### src/rtl/la_pkg.sv
// la_pkg: shared types for the logic-analyzer run-length encoder.
//   LA_DW / LA_CW : default sample and run-counter widths
//   la_word_t     : one output run word {cnt, dat}, cnt = run length - 1
//   la_state_e    : encoder FSM states
package la_pkg;

  localparam int unsigned LA_DW = 8;
  localparam int unsigned LA_CW = 8;

  typedef struct packed {
    logic [LA_CW-1:0] cnt;
    logic [LA_DW-1:0] dat;
  } la_word_t;

  typedef enum logic [1:0] {
    IDLE = 2'd0,
    RUN  = 2'd1,
    PEND = 2'd2
  } la_state_e;

endpackage

### src/rtl/axi4_stream_if.sv
// axi4_stream_if: minimal AXI4-Stream bundle.
//   TDATA [DW-1:0], TKEEP [KW-1:0], TLAST, TVALID : source -> destination
//   TREADY                                        : destination -> source
//   modport s : source side (drives payload/valid)
//   modport d : destination side (drives ready)
interface axi4_stream_if #(
  parameter int unsigned DW = 8
) ();

  localparam int unsigned KW = (DW + 7) / 8;

  logic [DW-1:0] TDATA;
  logic [KW-1:0] TKEEP;
  logic          TLAST;
  logic          TVALID;
  logic          TREADY;

  modport s (
    output TDATA,
    output TKEEP,
    output TLAST,
    output TVALID,
    input  TREADY
  );

  modport d (
    input  TDATA,
    input  TKEEP,
    input  TLAST,
    input  TVALID,
    output TREADY
  );

endinterface

### src/rtl/la_rle.sv
// la_rle: run-length encoder between the mask stage and the stream writer.
// Collapses runs of identical samples into {cnt, dat} words (cnt = length-1).
//   ACLK     : stream clock for sti and sto
//   ARESETn  : asynchronous active-low reset
//   sti      : sample input stream (TDATA, TLAST, TVALID, TREADY; TKEEP ignored)
//   sto      : run output stream, TDATA = {cnt, dat}, TKEEP all ones
//   ctl_rst  : synchronous flush of the open run and any pending output
//   cfg_ena  : 1 = encode, 0 = bypass (every sample emitted with cnt = 0)
module la_rle
  import la_pkg::*;
#(
  parameter int unsigned DW = LA_DW,
  parameter int unsigned CW = LA_CW
) (
  input  logic     ACLK,
  input  logic     ARESETn,
  axi4_stream_if.d sti,
  axi4_stream_if.s sto,
  input  logic     ctl_rst,
  input  logic     cfg_ena
);

  localparam logic [CW-1:0] CNT_MAX = '1;

  la_state_e     state_q, state_d;
  logic [CW-1:0] cnt_q, cnt_d;
  logic [DW-1:0] dat_q, dat_d;
  logic [DW-1:0] pend_q, pend_d;
  logic [CW-1:0] ocnt_q, ocnt_d;
  logic [DW-1:0] odat_q, odat_d;
  logic          olast_q, olast_d;
  logic          ovalid_q, ovalid_d;

  logic          slot_free_c;
  logic          in_ready_c;
  logic          in_xfer_c;
  logic          in_match_c;
  logic          cnt_sat_c;
  logic          unused_c;

  // Handshake qualifiers
  assign slot_free_c = ~ovalid_q | sto.TREADY;
  assign in_ready_c  = slot_free_c & (state_q != PEND);
  assign in_xfer_c   = sti.TVALID & in_ready_c;
  assign in_match_c  = (sti.TDATA == dat_q);
  assign cnt_sat_c   = (cnt_q == CNT_MAX);
  assign unused_c    = ^sti.TKEEP;

  assign sti.TREADY = in_ready_c;
  assign sto.TVALID = ovalid_q;
  assign sto.TLAST  = olast_q;
  assign sto.TDATA  = {ocnt_q, odat_q};
  assign sto.TKEEP  = '1;

  // Next-state and output-word logic
  always_comb begin
    state_d  = state_q;
    cnt_d    = cnt_q;
    dat_d    = dat_q;
    pend_d   = pend_q;
    ocnt_d   = ocnt_q;
    odat_d   = odat_q;
    olast_d  = olast_q;
    ovalid_d = ovalid_q & ~sto.TREADY;

    case (state_q)
      IDLE: begin
        if (in_xfer_c) begin
          dat_d = sti.TDATA;
          cnt_d = '0;
          if (!cfg_ena || sti.TLAST) begin
            ovalid_d = 1'b1;
            ocnt_d   = '0;
            odat_d   = sti.TDATA;
            olast_d  = sti.TLAST;
          end else begin
            state_d = RUN;
          end
        end
      end

      RUN: begin
        if (in_xfer_c) begin
          if (in_match_c && !cnt_sat_c && !sti.TLAST) begin
            cnt_d = CW'(cnt_q + 1'b1);
          end else if (in_match_c && !cnt_sat_c && sti.TLAST) begin
            // Final sample extends the run and closes the packet
            ovalid_d = 1'b1;
            ocnt_d   = CW'(cnt_q + 1'b1);
            odat_d   = dat_q;
            olast_d  = 1'b1;
            state_d  = IDLE;
          end else begin
            // Mismatch or saturated counter: close the run as it stands
            ovalid_d = 1'b1;
            ocnt_d   = cnt_q;
            odat_d   = dat_q;
            olast_d  = 1'b0;
            if (sti.TLAST) begin
              // The TLAST sample becomes its own word one cycle later
              pend_d  = sti.TDATA;
              state_d = PEND;
            end else begin
              dat_d = sti.TDATA;
              cnt_d = '0;
            end
          end
        end
      end

      PEND: begin
        if (slot_free_c) begin
          ovalid_d = 1'b1;
          ocnt_d   = '0;
          odat_d   = pend_q;
          olast_d  = 1'b1;
          state_d  = IDLE;
        end
      end

      default: state_d = IDLE;
    endcase

    // Flush wins over any transfer in the same cycle
    if (ctl_rst) begin
      state_d  = IDLE;
      cnt_d    = '0;
      dat_d    = '0;
      pend_d   = '0;
      ocnt_d   = '0;
      odat_d   = '0;
      olast_d  = 1'b0;
      ovalid_d = 1'b0;
    end
  end

  // State and output registers
  always_ff @(posedge ACLK or negedge ARESETn) begin
    if (!ARESETn) begin
      state_q  <= IDLE;
      cnt_q    <= '0;
      dat_q    <= '0;
      pend_q   <= '0;
      ocnt_q   <= '0;
      odat_q   <= '0;
      olast_q  <= 1'b0;
      ovalid_q <= 1'b0;
    end else begin
      state_q  <= state_d;
      cnt_q    <= cnt_d;
      dat_q    <= dat_d;
      pend_q   <= pend_d;
      ocnt_q   <= ocnt_d;
      odat_q   <= odat_d;
      olast_q  <= olast_d;
      ovalid_q <= ovalid_d;
    end
  end

endmodule

### src/flat_wrapper.sv
// flat-port wrapper written by rule: the top's interface ports become plain ports
module la_rle_flat import la_pkg::*;
#(
  parameter int unsigned DW = LA_DW,
  parameter int unsigned CW = LA_CW
)
  (ACLK, ARESETn, ctl_rst, cfg_ena, sti_TDATA, sti_TKEEP, sti_TLAST, sti_TVALID, sti_TREADY, sto_TDATA, sto_TKEEP, sto_TLAST, sto_TVALID, sto_TREADY);
  axi4_stream_if #(.DW(DW)) sti_i ();
  axi4_stream_if #(.DW(DW)) sto_i ();
  input  logic ACLK;
  input  logic ARESETn;
  input  logic ctl_rst;
  input  logic cfg_ena;
  input wire logic [$bits(sti_i.TDATA)-1:0] sti_TDATA;
  input wire logic [$bits(sti_i.TKEEP)-1:0] sti_TKEEP;
  input wire logic [$bits(sti_i.TLAST)-1:0] sti_TLAST;
  input wire logic [$bits(sti_i.TVALID)-1:0] sti_TVALID;
  output wire logic [$bits(sti_i.TREADY)-1:0] sti_TREADY;
  output wire logic [$bits(sto_i.TDATA)-1:0] sto_TDATA;
  output wire logic [$bits(sto_i.TKEEP)-1:0] sto_TKEEP;
  output wire logic [$bits(sto_i.TLAST)-1:0] sto_TLAST;
  output wire logic [$bits(sto_i.TVALID)-1:0] sto_TVALID;
  input wire logic [$bits(sto_i.TREADY)-1:0] sto_TREADY;
  assign sti_i.TDATA = sti_TDATA;
  assign sti_i.TKEEP = sti_TKEEP;
  assign sti_i.TLAST = sti_TLAST;
  assign sti_i.TVALID = sti_TVALID;
  assign sti_TREADY = sti_i.TREADY;
  assign sto_TDATA = sto_i.TDATA;
  assign sto_TKEEP = sto_i.TKEEP;
  assign sto_TLAST = sto_i.TLAST;
  assign sto_TVALID = sto_i.TVALID;
  assign sto_i.TREADY = sto_TREADY;
  la_rle #(.DW(DW), .CW(CW)) u_core (.ACLK(ACLK), .ARESETn(ARESETn), .sti(sti_i), .sto(sto_i), .ctl_rst(ctl_rst), .cfg_ena(cfg_ena));
endmodule
### config.mk
export PLATFORM = sky130hd
export DESIGN_NAME = la_rle_flat
export DESIGN_NICKNAME = d
export VERILOG_FILES = /design/src/rtl/la_pkg.sv /design/src/rtl/axi4_stream_if.sv /design/src/rtl/la_rle.sv /design/src/flat_wrapper.sv
export SDC_FILE = /design/constraint.sdc
export NUM_CORES = 1
export LEC_CHECK = 0
export BUFFER_PORTS_ARGS = -buffer_cell sky130_fd_sc_hd__buf_2
export CAP_MARGIN = 20
export CORE_ASPECT_RATIO = 1.25
export CORE_MARGIN = 2
export CORE_UTILIZATION = 40
export DETAILED_ROUTE_END_ITERATION = 10
export GPL_ROUTABILITY_DRIVEN = 0
export PLACE_DENSITY = 0.65
export SLEW_MARGIN = 10
export SYNTH_ARGS = -nofsm -noshare
export SYNTH_HDL_FRONTEND = slang
export SYNTH_SLANG_ARGS = --single-unit
### constraint.sdc
create_clock -name ACLK -period 1.8 [get_ports ACLK]
set_input_delay 0.09 -clock ACLK [delete_from_list [all_inputs] [get_ports ACLK]]
set_output_delay 0.09 -clock ACLK [all_outputs]
set_load 0.03 [all_outputs]
==> results of run 1 <==
layout by cell type (no fill, tap or decap), drive strengths merged, types with 2 or more instances in the layout:
cell type | synthesis | routed
and2 | 6 | 6
a211oi | 2 | 2
dfrtp | 36 | 36
xnor2 | 14 | 14
mux2i | 10 | 10
o2111ai | 3 | 3
nand2b | 17 | 17
nand4 | 2 | 2
clkbuf | 5 | 6
and4 | 2 | 2
nand2 | 4 | 4
a22o | 16 | 16
nor2 | 18 | 18
buf | 6 | 78
a41oi | 2 | 2
inv | 4 | 4
o41ai | 3 | 3
nand3 | 2 | 2
a211o | 8 | 8
o21ai | 6 | 6
a22oi | 8 | 8
and3 | 4 | 4
a21oi | 5 | 5
ha | 6 | 6
metal layers:
layer,global-route usage,wire [um]
met5,0,0
met4,0.05245,65
met3,0.02894,209
met2,0.3388,2873
met1,0.2537,2450
cells by family after synthesis:
family | synth area share
xor+xnor | 0.05562
simple gates | 0.1674
compound gates | 0.2441
fa+ha+maj | 0.03405
flops | 0.4086
other cells | 0.001701
buf+inv | 0.03802
mux | 0.05051
report_power, final:
group          leakage, nW  switching (W)  internal [W]
clock               0.0552       0.000290      0.000411
sequential           0.492       0.000104      0.000952
combinational        0.879        0.00137       0.00135
total                 1.43        0.00177       0.00271
cell usage after synthesis, drive strengths merged:
master	count	area, sq um
and2b	1	7.510
nand2b	17	116.4
mux2	1	11.26
o211a	1	10.01
ha	6	75.07
and2	6	37.54
a211o	8	70.07
a22o	16	140.1
a311oi	1	26.28
o21ai	6	30.03
inv	4	15.01
a21oi	5	25.02
and4	2	20.02
and3	4	30.03
o2111ai	3	26.28
clkbuf	5	18.77
a22oi	8	60.06
dfrtp	36	900.9
nand4	2	12.51
xnor2	14	122.6
o41ai	3	41.29
mux2i	10	100.1
nor4	1	21.27
a221oi	1	8.760
nand2	4	15.01
o32ai	1	16.27
nor3	1	10.01
conb	1	3.750
or2	1	6.260
o31ai	1	12.51
a31oi	1	6.260
a41oi	2	25.03
buf	6	50.04
nand3	2	22.52
nor2	18	70.07
a211oi	2	40.04
flip-flops by register name, summed over array words and instances (netlist names):
| name | count |
|---|---|
| u_core.state_q | 2 |
| u_core.sto.TLAST | 1 |
| u_core.dat_q | 8 |
| u_core.sto.TVALID | 1 |
| u_core.pend_q | 8 |
| u_core.cnt_q | 8 |
| u_core.sto.TDATA | 8 |
through the flow:
stage,utilization,power [W],setup TNS (ns),cells
floorplan,-,0.002445,0,201
global placement,0.5019,0.003239,-3.026,322
detailed placement,0.5019,0.003271,-4.583,322
CTS,0.5548,0.004252,-0.08536,339
global route,0.5821,0.004748,-2.117,341
finish,0.5821,0.004482,-0.2172,341
worst paths after layout:
| check | from | end | slack (ns) | cells after the start |
|---|---|---|---|---|
| worst min-delay path | sti_TDATA[7] | u_core.pend_q[7] | 0.08 | 2 |
| worst max register to register | u_core.state_q[0] | u_core.cnt_q[5] | -0.03 | 8 |
| worst min register to register | u_core.pend_q[7] | u_core.pend_q[7] | 0.51 | 1 |
| min in group asynchronous | ARESETn | u_core.cnt_q[2] | 0.43 | 2 |
| max in group asynchronous | ARESETn | u_core.pend_q[5] | 0.87 | 2 |
| worst max-delay path | u_core.state_q[0] | u_core.cnt_q[5] | -0.03 | 8 |
area by class of cell:
class                      instances  area share
multi-input combinational        150      0.4598
sequential                        36      0.2883
clock buffer                       6     0.02323
clock inverter                     2     0.01121
timing repair buffer              79      0.1870
inverter                           4    0.004806
tap                               64     0.02563
repair_timing:
item,CTS,global route
endpoints found under the setup margin,36,34
endpoints found under the hold margin,36,0
buffers inserted,8,2
hold buffers,1,0
pin swaps,20,10
gates resized for setup,25,23
critical path: stages (launching register included):
cell and delay (ns):
dfrtp_1 0.41, buf_6 0.13, ha_4 0.19, nand2b_4 0.17, a211oi_4 0.24, buf_6 0.18
o2111ai_2 0.12, xnor2_1 0.15, and2_1 0.13
==> flow_metrics.py, run 1 <==
metrics = {
    "die": {
        "die_area_sq_um": 6125,
        "start_util": 0.4107,
        "rows": 30,
        "fp.dieW_um": 70.40,
        "io_pins": 28,
        "die_h_um": 87.01,
        "core_sq_um": 5368,
    },
    "timing": {
        "fin_ws_ns": -0.02552,
        "finalHoldViolations": 0,
        "whs_ns": 0.07922,
        "skew_ns": 0.003538,
        "fin_crit_ns": 1.826,
        "worst_pin_slew_ns": 0.8020,
        "max_freq_ghz": 0.5478,
        "rsz0062_at_grt": "true",
        "min_period_over_period": 1.014,
        "setup_violations": 15,
        "slew_headroom": 0.4653,
        "drv_slew": 0,
    },
    "cts": {
        "cts_max_path_buffers": 2,
        "cts_tree": "yes",
        "cts_sinks": 36,
        "cts_made_buffers": 5,
        "htreeDepth": 2,
        "cts_root_buffer": "clkbuf_8",
        "clk_latency_ns": 0.29,
        "path_clk_slew_ns": 0.07,
    },
    "placement": {
        "placement.io_buffers": 25,
        "dp_slack_ns": -0.1931,
        "placed_area_sq_um": 2694,
        "dpl.hpwl_mm": 3.738,
    },
    "synth": {
        "synth_seq_cells": 36,
        "ys_warn_count": 0,
        "synth_nets": 223,
        "yosysUniqueCellTypes": 49,
        "synthesis.area_sq_um": 2205,
        "avgSynthCellArea_sq_um": 10.97,
        "syn_inst": 201,
        "ys_seq_area_frac": 0.4086,
    },
    "drt": {
        "drtIter0Drc": 78,
        "firstDrtPassIters": 4,
        "postRouteAntennaNets": 0,
        "drc_errors": 0,
        "wire_per_inst_um": 16.42,
        "drt-total-wl_mm": 5.599,
        "via_per_inst": 5.361,
        "vias": 1828,
    },
    "worst_setup_path": {
        "start_kind": "register",
        "crit_type": "register to register",
        "cp.required_ns": 1.98,
        "end_kind": "register",
        "worstPathMaxFanout": 7,
        "crit_arrival_ns": 2.01,
    },
    "final_layout": {
        "drive_gt1_frac": 0.4621,
        "areaGrowthSynthToFinish_pct": 41.71,
        "regArea_sq_um": 900.9,
        "fin_nets": 298,
        "fin_area_sq_um": 3124,
        "multi_input_area_sq_um": 1436,
        "diodes": 0,
        "nFillCells": 457,
    },
    "grt": {
        "grt_pass1_vias": 1903,
        "grt_max_degree": 37,
        "antenna_found_initial": 0,
        "grt_overflow": 0,
        "grt_first_pass_wirelength_mm": 9.335,
        "grtUsageTotal": 0.1949,
    },
    "status": {
        "outcome": "complete, but fails checks",
        "violations": "negative setup slack",
    },
    "flow_run": {
        "maxCapViolCount": 0,
    },
    "power": {
        "power_density_nw_per_um2": 1435,
        "max-vdd-ir-drop_mv": 0.7379,
        "p_leak_nw": 1.426,
    },
    "worst_hold_path": {
        "min_path_type": "input pin to register",
    },
}
(Power assumes the default switching activity.)
==> run 2: changes to the inputs <==
REMOVE_ABC_BUFFERS = 1   (was default)
==> flow_metrics.py, run 2 (synthesis results as in run 1) <==
metrics = {
    "status": {
        "outcome": "complete, but fails checks",
        "violations": "negative setup slack",
    },
    "drt": {
        "vias": 1860,
        "firstDrtPassIters": 4,
        "drtIter0Drc": 72,
        "via_per_inst": 5.487,
        "drt-total-wl_mm": 5.812,
        "drc_errors": 0,
        "postRouteAntennaNets": 0,
        "wire_per_inst_um": 17.14,
    },
    "worst_setup_path": {
        "end_kind": "register",
        "crit_type": "register to register",
        "cp.required_ns": 1.98,
        "worstPathMaxFanout": 7,
        "crit_arrival_ns": 2.01,
        "start_kind": "register",
        "reg2reg_slack_ns": -0.03,
    },
    "cts": {
        "clk_latency_ns": 0.29,
        "cts_root_buffer": "clkbuf_8",
        "cts_sinks": 36,
        "cts_tree": "yes",
        "htreeDepth": 2,
        "path_clk_slew_ns": 0.08,
        "cts_max_path_buffers": 2,
        "cts_made_buffers": 5,
    },
    "grt": {
        "antenna_found_initial": 0,
        "grt_overflow": 0,
        "grtUsageTotal": 0.1968,
        "grt_first_pass_wirelength_mm": 9.418,
        "grt_max_degree": 20,
        "grt_pass1_vias": 1871,
    },
    "timing": {
        "min_period_over_period": 1.018,
        "rsz0062_at_grt": "true",
        "drv_slew": 0,
        "fin_ws_ns": -0.03179,
        "fin_crit_ns": 1.832,
        "max_freq_ghz": 0.5459,
        "setup_violations": 7,
        "skew_ns": 0.009455,
        "finalHoldViolations": 0,
    },
    "final_layout": {
        "fin_util": 0.5816,
        "diodes": 0,
        "final_cell_mix": "buf_4 (43), dfrtp_1 (36), buf_2 (25)",
        "drive_gt1_frac": 0.4655,
        "areaGrowthSynthToFinish_pct": 41.60,
        "layout_commonest_cell": "buf_4",
        "fin_nets": 296,
    },
    "power": {
        "total_power_w": 0.004638,
        "power_density_nw_per_um2": 1486,
        "max-vdd-ir-drop_mv": 0.6756,
        "p_leak_nw": 1.419,
    },
    "die": {
        "die_area_sq_um": 6125,
        "core_sq_um": 5368,
        "die_h_um": 87.01,
        "io_pins": 28,
        "fp.dieW_um": 70.40,
        "start_util": 0.4107,
        "rows": 30,
    },
    "placement": {
        "dpl.hpwl_mm": 3.683,
        "placement.io_buffers": 25,
    },
    "worst_hold_path": {
        "min_path_type": "input pin to register",
    },
    "flow_run": {
        "maxCapViolCount": 0,
    },
}
[run 2: cell types whose count changed in the layout (fill, tap and decap cells not counted), moves of 2 or more]
cell       change
o21ai_1        -2
o21ai_0        +2
a21oi_1        +2
buf_6          -3
o2111ai_4      -2
o2111ai_2      +2
[run 2: final cells by class]
cell class,instances,area (sq um)
timing repair buffer,77,588.1
tap,64,80.08
fill,441,2246
clock inverter,3,42.54
sequential,36,900.9
inverter,4,15.01
multi-input combinational,150,1426
clock buffer,5,68.82
[run 2: repair_timing]
item,in CTS,in global routing
gates resized for setup,24,18
hold buffers,1,0
setup endpoints to repair,35,35
gates cloned,0,1
pin swaps,12,16
setup buffers,12,6
endpoints found under the hold margin,12,0
[run 2: where the power goes]
group	switching, W	total [W]	leakage [nW]	internal [W]
Clock	0.000319	0.000729	0.0541	0.000410
Sequential	0.000105	0.00106	0.492	0.000952
Combinational	0.00139	0.00285	0.873	0.00146
Total	0.00181	0.00464	1.42	0.00283
[run 2: path summary, 6_finish.rpt]
check	from	end	cells after the start
max	u_core.state_q[1]	u_core.cnt_q[6]	8
min	sti_TDATA[1]	u_core.pend_q[1]	2
max reg2reg	u_core.state_q[1]	u_core.cnt_q[6]	8
min reg2reg	u_core.pend_q[4]	u_core.pend_q[4]	1
max in group asynchronous	ARESETn	u_core.state_q[0]	3
min in group asynchronous	ARESETn	u_core.cnt_q[3]	2
[run 2: routing by layer]
layer  track usage  vias to the layer above  part of all wire
li1              -                      885                 -
met1        0.2564                      921              0.44
met2        0.3310                       44              0.51
met3       0.03819                       10             0.036
met4       0.06119                        0             0.017
met5             0                        -                 0
[run 2: through the flow]
| step | setup TNS [ns] | std cells | worst slack [ns] | hold slack, ns | cell area [sq um] |
|---|---|---|---|---|---|
| 2_1_floorplan | -5.040 | 190 | -0.2353 | -0.2056 | 2136 |
| 3_3_place_gp | -6.315 | 312 | -0.2566 | -0.003536 | 2601 |
| 3_5_place_dp | -6.532 | 312 | -0.2848 | 0.0007369 | 2601 |
| 4_1_cts | -0.009321 | 333 | -0.008039 | 0.07807 | 2968 |
| 5_1_grt | -1.734 | 339 | -0.1080 | 0.07687 | 3122 |
| 6_report | -0.1073 | 339 | -0.03179 | 0.09080 | 3122 |
[run 2: critical path, cell delays in order, from the launching register on]
cell       delay, ns
dfrtp_1         0.43
inv_2           0.14
ha_4            0.21
nand2b_4        0.09
a211oi_4        0.27
buf_6           0.17
o2111ai_2       0.11
xnor2_1         0.15
and2_1          0.16
==> run 3: changes to the inputs <==
PLACE_DENSITY = default   (was 0.65)
==> flow_metrics.py, run 3 (synthesis results as in run 1) <==
metrics = {
    "placement": {
        "placement.io_buffers": 25,
        "dp_slack_ns": -0.1879,
        "placedCellCount": 322,
        "dpl.hpwl_mm": 3.790,
    },
    "final_layout": {
        "final_cell_mix": "buf_4 (43), dfrtp_1 (36), buf_2 (25)",
        "instances_no_fill": 335,
        "fin_nets": 293,
        "areaGrowthSynthToFinish_pct": 35.81,
        "diodes": 0,
        "layout_commonest_cell": "buf_4",
        "drive_gt1_frac": 0.4207,
    },
    "timing": {
        "finalHoldViolations": 0,
        "rsz0062_at_grt": "true",
        "skew_ns": 0.006949,
        "min_period_over_period": 1.019,
        "drv_slew": 0,
        "fin_crit_ns": 1.834,
        "fin_ws_ns": -0.03382,
        "max_freq_ghz": 0.5453,
        "setup_violations": 10,
    },
    "power": {
        "max-vdd-ir-drop_mv": 0.5767,
        "p_leak_nw": 1.356,
        "total_power_w": 0.004081,
        "power_density_nw_per_um2": 1363,
    },
    "worst_setup_path": {
        "end_kind": "register",
        "cp.required_ns": 1.98,
        "critPathMostFrequentCell": "buf_6",
        "crit_type": "register to register",
        "crit_buf_inv": 2,
        "cp_top_family": "flip-flops",
        "start_kind": "register",
        "worstPathMaxFanout": 7,
        "crit_arrival_ns": 2.01,
        "critical-path-max-stage-delay_ns": 0.40,
        "cpMaxStageDelayCell": "dfrtp_1",
        "worstPathCellList": "buf_6 > ha_4 > nand2b_4 > a211oi_4 > buf_6 > o2111ai_1 > xnor2_1 > and2_1",
    },
    "cts": {
        "clk_latency_ns": 0.29,
        "cts_root_buffer": "clkbuf_8",
        "cts_tree": "yes",
        "htreeDepth": 2,
        "cts_made_buffers": 5,
        "cts_sinks": 36,
        "path_clk_slew_ns": 0.07,
        "cts_max_path_buffers": 2,
    },
    "die": {
        "fp.dieW_um": 70.40,
        "die_area_sq_um": 6125,
        "die_h_um": 87.01,
        "core_sq_um": 5368,
        "rows": 30,
        "start_util": 0.4107,
        "io_pins": 28,
    },
    "grt": {
        "grtUsageTotal": 0.1871,
        "grt_pass1_vias": 1721,
        "antenna_found_initial": 0,
        "grt_first_pass_wirelength_mm": 8.887,
        "grt_max_degree": 37,
        "grt_overflow": 0,
    },
    "drt": {
        "postRouteAntennaNets": 0,
        "drtIter0Drc": 73,
        "via_per_inst": 5.313,
        "firstDrtPassIters": 4,
        "wire_per_inst_um": 15.99,
        "drc_errors": 0,
        "drt-total-wl_mm": 5.357,
        "vias": 1780,
    },
    "flow_run": {
        "maxCapViolCount": 0,
    },
    "worst_hold_path": {
        "min_path_type": "input pin to register",
    },
    "status": {
        "violations": "negative setup slack",
        "outcome": "complete, but fails checks",
    },
}
==> run 3: cell types whose count changed in the layout (fill, tap and decap cells not counted), moves of 2 or more <==
cell,delta
xnor2_2,-4
o2111ai_2,-3
xnor2_1,+4
o2111ai_4,+2
==> run 3: final timing paths <==
| check | startpoint | end | slack (ns) | cells past startpoint |
|---|---|---|---|---|
| max | u_core.state_q[0] | u_core.cnt_q[6] | -0.03 | 8 |
| min | sti_TDATA[3] | u_core.pend_q[3] | 0.08 | 2 |
| max reg2reg | u_core.state_q[0] | u_core.cnt_q[6] | -0.03 | 8 |
| min reg2reg | u_core.pend_q[4] | u_core.pend_q[4] | 0.52 | 1 |
| max in group asynchronous | ARESETn | u_core.state_q[0] | 1.10 | 3 |
| min in group asynchronous | ARESETn | u_core.cnt_q[3] | 0.38 | 3 |
==> run 3: area by class of cell <==
cell class / instances / area (sq um)
clock buffer: 6 / 72.57
tap: 64 / 80.08
fill: 483 / 2374
timing repair buffer: 74 / 531.8
sequential: 36 / 900.9
clock inverter: 1 / 5.005
multi-input combinational: 150 / 1389
inverter: 4 / 15.01
==> run 3: metal layers <==
| layer | global-route usage | wire length, um | vias up |
|---|---|---|---|
| li1 | - | - | 881 |
| met1 | 0.2586 | 2487 | 866 |
| met2 | 0.2950 | 2658 | 24 |
| met3 | 0.03125 | 122 | 9 |
| met4 | 0.06993 | 89 | 0 |
| met5 | 0 | 0 | - |
==> run 3: worst reg2reg max path, delay by kind of cell, from the launching register on <==
kind | cells | cell delay, ns
buf+inv | 2 | 0.30
simple gates | 2 | 0.31
compound gates | 2 | 0.38
fa+ha+maj | 1 | 0.18
xor+xnor | 1 | 0.15
flops | 1 | 0.40
==> run 3: per-stage QoR <==
step                      area, sq um  setup TNS (ns)  hold WS (ns)    util
final                            2994        -0.07076       0.08244  0.5578
after global routing             2994          -1.733       0.08221  0.5578
after CTS                        2893               0       0.07452  0.5389
after detailed placement         2689          -4.682        0.1774  0.5009
after global placement           2689          -3.644        0.1679  0.5009
after floorplan                  2136          -5.040       -0.2056       -
==> run 3: what timing repair did <==
action	in CTS	in global routing
endpoints found under the setup margin	36	35
hold buffers	1	0
hold endpoints to repair	36	0
pin swaps	11	11
resized for setup	20	15
buffers inserted	3	2
==> run 3: report_power, final <==
| part | internal (W) | leakage [nW] | switching [W] | total, W |
|---|---|---|---|---|
| Sequential | 0.000953 | 0.492 | 0.0000891 | 0.00104 |
| Combinational | 0.00119 | 0.823 | 0.00130 | 0.00249 |
| Clock | 0.000263 | 0.0410 | 0.000284 | 0.000547 |
| Total | 0.00240 | 1.36 | 0.00168 | 0.00408 |
